==> src/rtl/scg_self_ref_seq_if.sv <==
// ----------------------------------------------------------------------------
// scg_self_ref_seq_if
// Handshake/command bundle between the command arbiter (master) and the
// self-refresh sequencer (slave).
//   start       master->slave  self-refresh request, level, held while wanted
//   command     slave->master  SDRAM command {cs_n,ras_n,cas_n,we_n}
//   cke         slave->master  SDRAM clock enable
//   in_self_ref slave->master  device held in self-refresh
//   busy        slave->master  sequencer owns the command bus
//   exit_done   slave->master  one-cycle pulse, device usable again
// ----------------------------------------------------------------------------
interface scg_self_ref_seq_if;
   logic       start;
   logic [3:0] command;
   logic       cke;
   logic       in_self_ref;
   logic       busy;
   logic       exit_done;

   modport master (
      output start,
      input  command, cke, in_self_ref, busy, exit_done
   );

   modport slave (
      input  start,
      output command, cke, in_self_ref, busy, exit_done
   );
endinterface

==> src/rtl/scg_self_ref_seq.sv <==
// ----------------------------------------------------------------------------
// scg_self_ref_seq
// Self-refresh entry/exit sequencer for the SDRAM command generator.
// Entry: PRECHARGE ALL, wait tRP, SELF REFRESH with CKE low, hold for at
// least TCKE_MIN cycles. Exit: raise CKE, issue NOPs for tXSR, pulse
// exit_done and hand the bus back.
// Ports:
//   clk    system clock, rising edge
//   n_rst  asynchronous active-low reset
//   sr     slave side of scg_self_ref_seq_if (start in; command, cke,
//          in_self_ref, busy, exit_done out)
// All outputs are registered and decoded from the state only, so start has
// no combinational path to any output.
// ----------------------------------------------------------------------------
module scg_self_ref_seq #(
   parameter int TRP_CYC  = 3,
   parameter int TCKE_MIN = 4,
   parameter int TXSR_CYC = 10,
   parameter int CNT_W    = 8
) (
   input  logic               clk,
   input  logic               n_rst,
   scg_self_ref_seq_if.slave  sr
);

   localparam longint CNT_SPAN = 64'd1 << CNT_W;

   generate
      if (TRP_CYC < 1 || TCKE_MIN < 1 || TXSR_CYC < 1) begin : g_bad_range
         $error("scg_self_ref_seq: timing parameters must be 1 or more");
      end
      if (longint'(TRP_CYC) > CNT_SPAN || longint'(TCKE_MIN) > CNT_SPAN ||
          longint'(TXSR_CYC) > CNT_SPAN) begin : g_bad_width
         $error("scg_self_ref_seq: timing parameter exceeds 2**CNT_W");
      end
   endgenerate

   localparam logic [3:0] CMD_NOP  = 4'b0111;
   localparam logic [3:0] CMD_PALL = 4'b0010;
   localparam logic [3:0] CMD_SREF = 4'b0001;

   // PRECHARGE itself counts as one tRP cycle, so WAIT_RP lasts TRP_CYC-1.
   localparam bit              HAS_WAIT_RP = (TRP_CYC >= 2);
   localparam logic [CNT_W-1:0] LD_RP   = CNT_W'((TRP_CYC >= 2) ? TRP_CYC - 2 : 0);
   localparam logic [CNT_W-1:0] LD_HOLD = CNT_W'(TCKE_MIN - 1);
   localparam logic [CNT_W-1:0] LD_XSR  = CNT_W'(TXSR_CYC - 1);

   typedef enum logic [2:0] {
      S_IDLE,
      S_PRE,
      S_WAIT_RP,
      S_ENTER,
      S_HOLD,
      S_EXIT,
      S_DONE
   } state_t;

   state_t           state, state_n;
   logic [CNT_W-1:0] cnt, cnt_n;
   logic             start;

   logic [3:0] command_q;
   logic       cke_q;
   logic       in_self_ref_q;
   logic       busy_q;
   logic       exit_done_q;

   assign start = sr.start;

   // next state / counter
   always_comb begin
      state_n = state;
      cnt_n   = cnt;
      case (state)
         S_IDLE: begin
            if (start) state_n = S_PRE;
         end
         S_PRE: begin
            if (HAS_WAIT_RP) begin
               state_n = S_WAIT_RP;
               cnt_n   = LD_RP;
            end else begin
               state_n = S_ENTER;
            end
         end
         S_WAIT_RP: begin
            if (cnt == '0) state_n = S_ENTER;
            else           cnt_n   = cnt - 1'b1;
         end
         S_ENTER: begin
            state_n = S_HOLD;
            cnt_n   = LD_HOLD;
         end
         S_HOLD: begin
            // count runs down regardless of start and then parks at zero;
            // exit needs both residency served and the request withdrawn
            if (cnt != '0) begin
               cnt_n = cnt - 1'b1;
            end else if (!start) begin
               state_n = S_EXIT;
               cnt_n   = LD_XSR;
            end
         end
         S_EXIT: begin
            if (cnt == '0) state_n = S_DONE;
            else           cnt_n   = cnt - 1'b1;
         end
         S_DONE: begin
            state_n = S_IDLE;
         end
         default: begin
            state_n = S_IDLE;
            cnt_n   = '0;
         end
      endcase
   end

   // state, counter and outputs; outputs are decoded from the state being
   // entered so they line up with the state register cycle for cycle
   always_ff @(posedge clk or negedge n_rst) begin
      if (!n_rst) begin
         state         <= S_IDLE;
         cnt           <= '0;
         command_q     <= CMD_NOP;
         cke_q         <= 1'b1;
         in_self_ref_q <= 1'b0;
         busy_q        <= 1'b0;
         exit_done_q   <= 1'b0;
      end else begin
         state         <= state_n;
         cnt           <= cnt_n;
         command_q     <= CMD_NOP;
         cke_q         <= 1'b1;
         in_self_ref_q <= 1'b0;
         busy_q        <= (state_n != S_IDLE);
         exit_done_q   <= 1'b0;
         case (state_n)
            S_PRE:   command_q <= CMD_PALL;
            S_ENTER: begin
               command_q <= CMD_SREF;
               cke_q     <= 1'b0;
            end
            S_HOLD: begin
               cke_q         <= 1'b0;
               in_self_ref_q <= 1'b1;
            end
            S_DONE:  exit_done_q <= 1'b1;
            default: ;
         endcase
      end
   end

   assign sr.command     = command_q;
   assign sr.cke         = cke_q;
   assign sr.in_self_ref = in_self_ref_q;
   assign sr.busy        = busy_q;
   assign sr.exit_done   = exit_done_q;

endmodule

==> src/flat_wrapper.sv <==
// flat-port wrapper written by rule: the top's interface ports become plain ports
module scg_self_ref_seq_flat 
#(
   parameter int TRP_CYC  = 3,
   parameter int TCKE_MIN = 4,
   parameter int TXSR_CYC = 10,
   parameter int CNT_W    = 8
)
  (clk, n_rst, sr_start, sr_command, sr_cke, sr_in_self_ref, sr_busy, sr_exit_done);
  scg_self_ref_seq_if sr_i ();
  input  logic clk;
  input  logic n_rst;
  input wire logic [$bits(sr_i.start)-1:0] sr_start;
  output wire logic [$bits(sr_i.command)-1:0] sr_command;
  output wire logic [$bits(sr_i.cke)-1:0] sr_cke;
  output wire logic [$bits(sr_i.in_self_ref)-1:0] sr_in_self_ref;
  output wire logic [$bits(sr_i.busy)-1:0] sr_busy;
  output wire logic [$bits(sr_i.exit_done)-1:0] sr_exit_done;
  assign sr_i.start = sr_start;
  assign sr_command = sr_i.command;
  assign sr_cke = sr_i.cke;
  assign sr_in_self_ref = sr_i.in_self_ref;
  assign sr_busy = sr_i.busy;
  assign sr_exit_done = sr_i.exit_done;
  scg_self_ref_seq #(.TRP_CYC(TRP_CYC), .TCKE_MIN(TCKE_MIN), .TXSR_CYC(TXSR_CYC), .CNT_W(CNT_W)) u_core (.clk(clk), .n_rst(n_rst), .sr(sr_i));
endmodule
==> config.mk <==
export PLATFORM = sky130hd
export DESIGN_NAME = scg_self_ref_seq_flat
export DESIGN_NICKNAME = d
export VERILOG_FILES = /design/src/rtl/scg_self_ref_seq_if.sv /design/src/rtl/scg_self_ref_seq.sv /design/src/flat_wrapper.sv
export SDC_FILE = /design/constraint.sdc
export NUM_CORES = 1
export LEC_CHECK = 0
export CORE_MARGIN = 2
export CORE_UTILIZATION = 39
export DETAILED_ROUTE_END_ITERATION = 10
export PLACE_DENSITY_LB_ADDON = 0.05
export SLEW_MARGIN = 10
export SYNTH_ARGS = -nofsm -noshare
export SYNTH_HDL_FRONTEND = slang
export SYNTH_SLANG_ARGS = --single-unit
==> constraint.sdc <==
create_clock -name clk -period 2.17 [get_ports clk]
set_input_delay 0.217 -clock clk [delete_from_list [all_inputs] [get_ports clk]]
set_output_delay 0.217 -clock clk [all_outputs]
set_load 0.1 [all_outputs]
==> impl_metrics.ini <==
[timing]
worst_slack_ps = 178
finalCritPeriodShare_pct = 91.8
rsz0062_at_grt = false
clock.fmax_mhz = 502
slew_violations = 0
finalSetupViolCount = 0
hold_viol = 0
fin_setup_tns_ps = 0
finalCriticalPeriod_ps = 1990
finalClockSkew_ps = 4.98

[clock_network]
clkTransAtPathRegs_ps = 110
h-tree-depth = 1
ctsHoldBuffers = 0
clock_latency_ps = 300
root_buffer = clkbuf_4
clockBufferDepth = 2
cts_tree = done
cts.sinks = 18
cts_buffers = 3
cts_setup_buffers = 0

[logic_synthesis]
ys_seq_area_share_pct = 42.8
synth_top_area_share_pct = 32.9
synth_area_leaders = dfrtp_1, dfstp_2, nor2b_1
ys_warn_count = 0
syn_nets = 114
synth_cell_types = 41
avgSynthCellArea_um2 = 9.67
ys_seq_elements = 18
syn_area_mm2 = 0.00106
syn_inst = 110
yosys.area.top_type = dfrtp_1

[grt]
antenna_found_initial = 0
grt_max_degree = 19
grt_overflow = 0
grtUsageTotal_pct = 15.7
first_global_vias = 815
grt_pass1_wl_mm = 3.91

[place]
dp_slack_ps = 77.9
portBuffers = 9
hpwl_mm = 1.60
dpl_cell_area_mm2 = 0.00116
routabilityCongestion = 0.781

[route]
vias_per_cell = 5.94
vias = 885
ant_nets = 0
route.detailed.drc = 0
routed_wl_mm = 2.17
first_iter_violations = 26
wl_per_cell_um = 14.6
drt-pass1-iter-count = 4

[finish]
seqCellArea_um2 = 455
area_growth_pct = 13.5
drive_gt1_share_pct = 23.5
multi_input_area_um2 = 534
nFillCells = 244
antenna_cells = 0
finish.net_count = 124
stdcell_area_mm2 = 0.00121

[hold_path]
min_path_type = in -> async

[status]
outcome = complete, no violations

[critical_path]
end_kind = flip-flop
cp-start-kind = flip-flop
arrival_ps = 2190
reg2reg_depth = 7
required_ps = 2370
r2r_end = u_core.state[0]
startpoint = u_core.cnt[0]
crit_type = reg -> reg
rrSetupSlack_ps = 180
r2r_start = u_core.cnt[0]
crit_fanout = 5
crit_end = u_core.state[0]

[pwr]
power_density_mw_per_mm2 = 1660
p_leak_nw = 0.537
ir_drop_v = 0.000925

[die]
fp.dieH_um = 56.2
dieArea_mm2 = 0.00316
start_util_pct = 42.2
die_x_um = 56.2
coreArea_mm2 = 0.00252
rows = 18
pin_count = 11

[job]
max_cap_violations = 0
## cell usage after synthesis, drive strengths merged
master  instances
a211o           3
a21oi           6
a221o           1
a221oi          1
a22o            2
a31oi           2
a32o            1
and3            3
buf             7
clkbuf          4
conb            1
dfrtp          14
dfstp           4
ha              1
inv             5
mux2i           2
nand2           7
nand2b          3
nand3           1
nand4b          1
nor2            4
nor2b           5
nor3            5
nor3b           2
nor4            4
o211a           1
o21ai           5
o221ai          1
o22ai           1
o311a           1
o311ai          1
o31a            1
o31ai           4
o41ai           1
or3             2
or3b            2
or4             1
## metrics by stage
| step | cells | hold WS (ps) | total power, W | util, % |
|---|---|---|---|---|
| after floorplan | 110 | -78.6 | 0.00157 | - |
| after global placement | 145 | 534 | 0.00178 | 45.8 |
| after detailed placement | 145 | 543 | 0.00177 | 45.8 |
| after CTS | 149 | 243 | 0.00199 | 47.3 |
| after global routing | 149 | 250 | 0.00216 | 47.9 |
| final | 149 | 237 | 0.00201 | 47.9 |
## metal layers
layer / GRT usage (%) / up-vias / wire, um
li1: - / 423 / -
met1: 23.0 / 427 / 1040
met2: 22.9 / 30 / 978
met3: 2.79 / 5 / 111
met4: 6.12 / 0 / 44
met5: 0 / - / 0
## layout make-up
cell class | instances | area share, %
well taps | 30 | 3.11
repair buffers | 16 | 10.4
clock buffers | 4 | 3.01
inverters | 5 | 1.55
multi-input cells | 76 | 44.2
flip-flops and latches | 18 | 37.7
## cells in the final DEF, fill, tap and decap left out, types with 2 or more instances in the layout
| cell | netlist | layout |
|---|---|---|
| a31oi_1 | 2 | 2 |
| mux2i_1 | 2 | 2 |
| and3_1 | 3 | 2 |
| buf_4 | 3 | 14 |
| nor2b_1 | 5 | 5 |
| a22o_1 | 2 | 2 |
| nand2_1 | 7 | 7 |
| a211o_1 | 3 | 3 |
| clkdlybuf4s50_1 | 0 | 2 |
| clkbuf_4 | 0 | 3 |
| nand2b_1 | 3 | 3 |
| o31ai_1 | 4 | 4 |
| nor4_1 | 3 | 3 |
| nor3_1 | 5 | 5 |
| inv_1 | 5 | 5 |
| nor2_1 | 4 | 4 |
| or3_1 | 2 | 2 |
| nor3b_1 | 2 | 2 |
| dfstp_2 | 4 | 4 |
| a21oi_1 | 6 | 6 |
| o21ai_0 | 5 | 5 |
| dfrtp_1 | 14 | 14 |
## cell families (layout without fill, tap and decap cells)
| family | Yosys count | in the layout | share of synthesized area (%) |
|---|---|---|---|
| other | 1 | 1 | 0.353 |
| multiplexers | 2 | 2 | 1.88 |
| AND/OR/NAND/NOR | 40 | 40 | 21.9 |
| adder cells (fa/ha/maj) | 1 | 1 | 1.18 |
| flip-flops | 18 | 18 | 42.8 |
| buffers and inverters | 16 | 25 | 8.35 |
| AO/OA/AOI/OAI | 32 | 32 | 23.5 |
## registers in the layout, indices dropped and copies added, names as in the netlist
register	count
u_core.sr.cke	1
u_core.sr.exit_done	1
u_core.cnt	8
u_core.sr.in_self_ref	1
u_core.sr.busy	1
u_core.state	3
u_core.sr.command	3
## where the power goes
| group | switching (W) | total (W) | internal (W) |
|---|---|---|---|
| Sequential | 0.000119 | 0.000584 | 0.000465 |
| Combinational | 0.000787 | 0.00121 | 0.000425 |
| Clock | 0.000107 | 0.000209 | 0.000102 |
| Total | 0.00101 | 0.00201 | 0.000992 |
## worst min path at each step
| stage | depth (start not counted) | startpoint | slack (ps) | end |
|---|---|---|---|---|
| 6_report | 2 | n_rst | 240 | u_core.cnt[7] |
| 5_1_grt | 2 | n_rst | 250 | u_core.cnt[0] |
| 4_1_cts | 2 | n_rst | 240 | u_core.sr.in_self_ref |
| 3_5_place_dp | 1 | u_core.cnt[6] | 540 | u_core.cnt[6] |
| 3_3_place_gp | 1 | u_core.cnt[1] | 530 | u_core.cnt[1] |
| 2_1_floorplan | 0 | n_rst | -80 | u_core.cnt[0] |
## critical path, stage by stage (launching register included)
cell and delay, ps:
dfrtp_1 390, inv_1 90, ha_2 200, or3b_4 420, buf_4 180, nor4_4 230
mux2i_1 110, o311ai_1 290
## timing repair
item / CTS / global route
setup endpoints to repair: 0 / 9
hold endpoints to repair: 0 / 0
resized for setup: 0 / 4
Note: power is estimated with default switching activity, not from simulation.
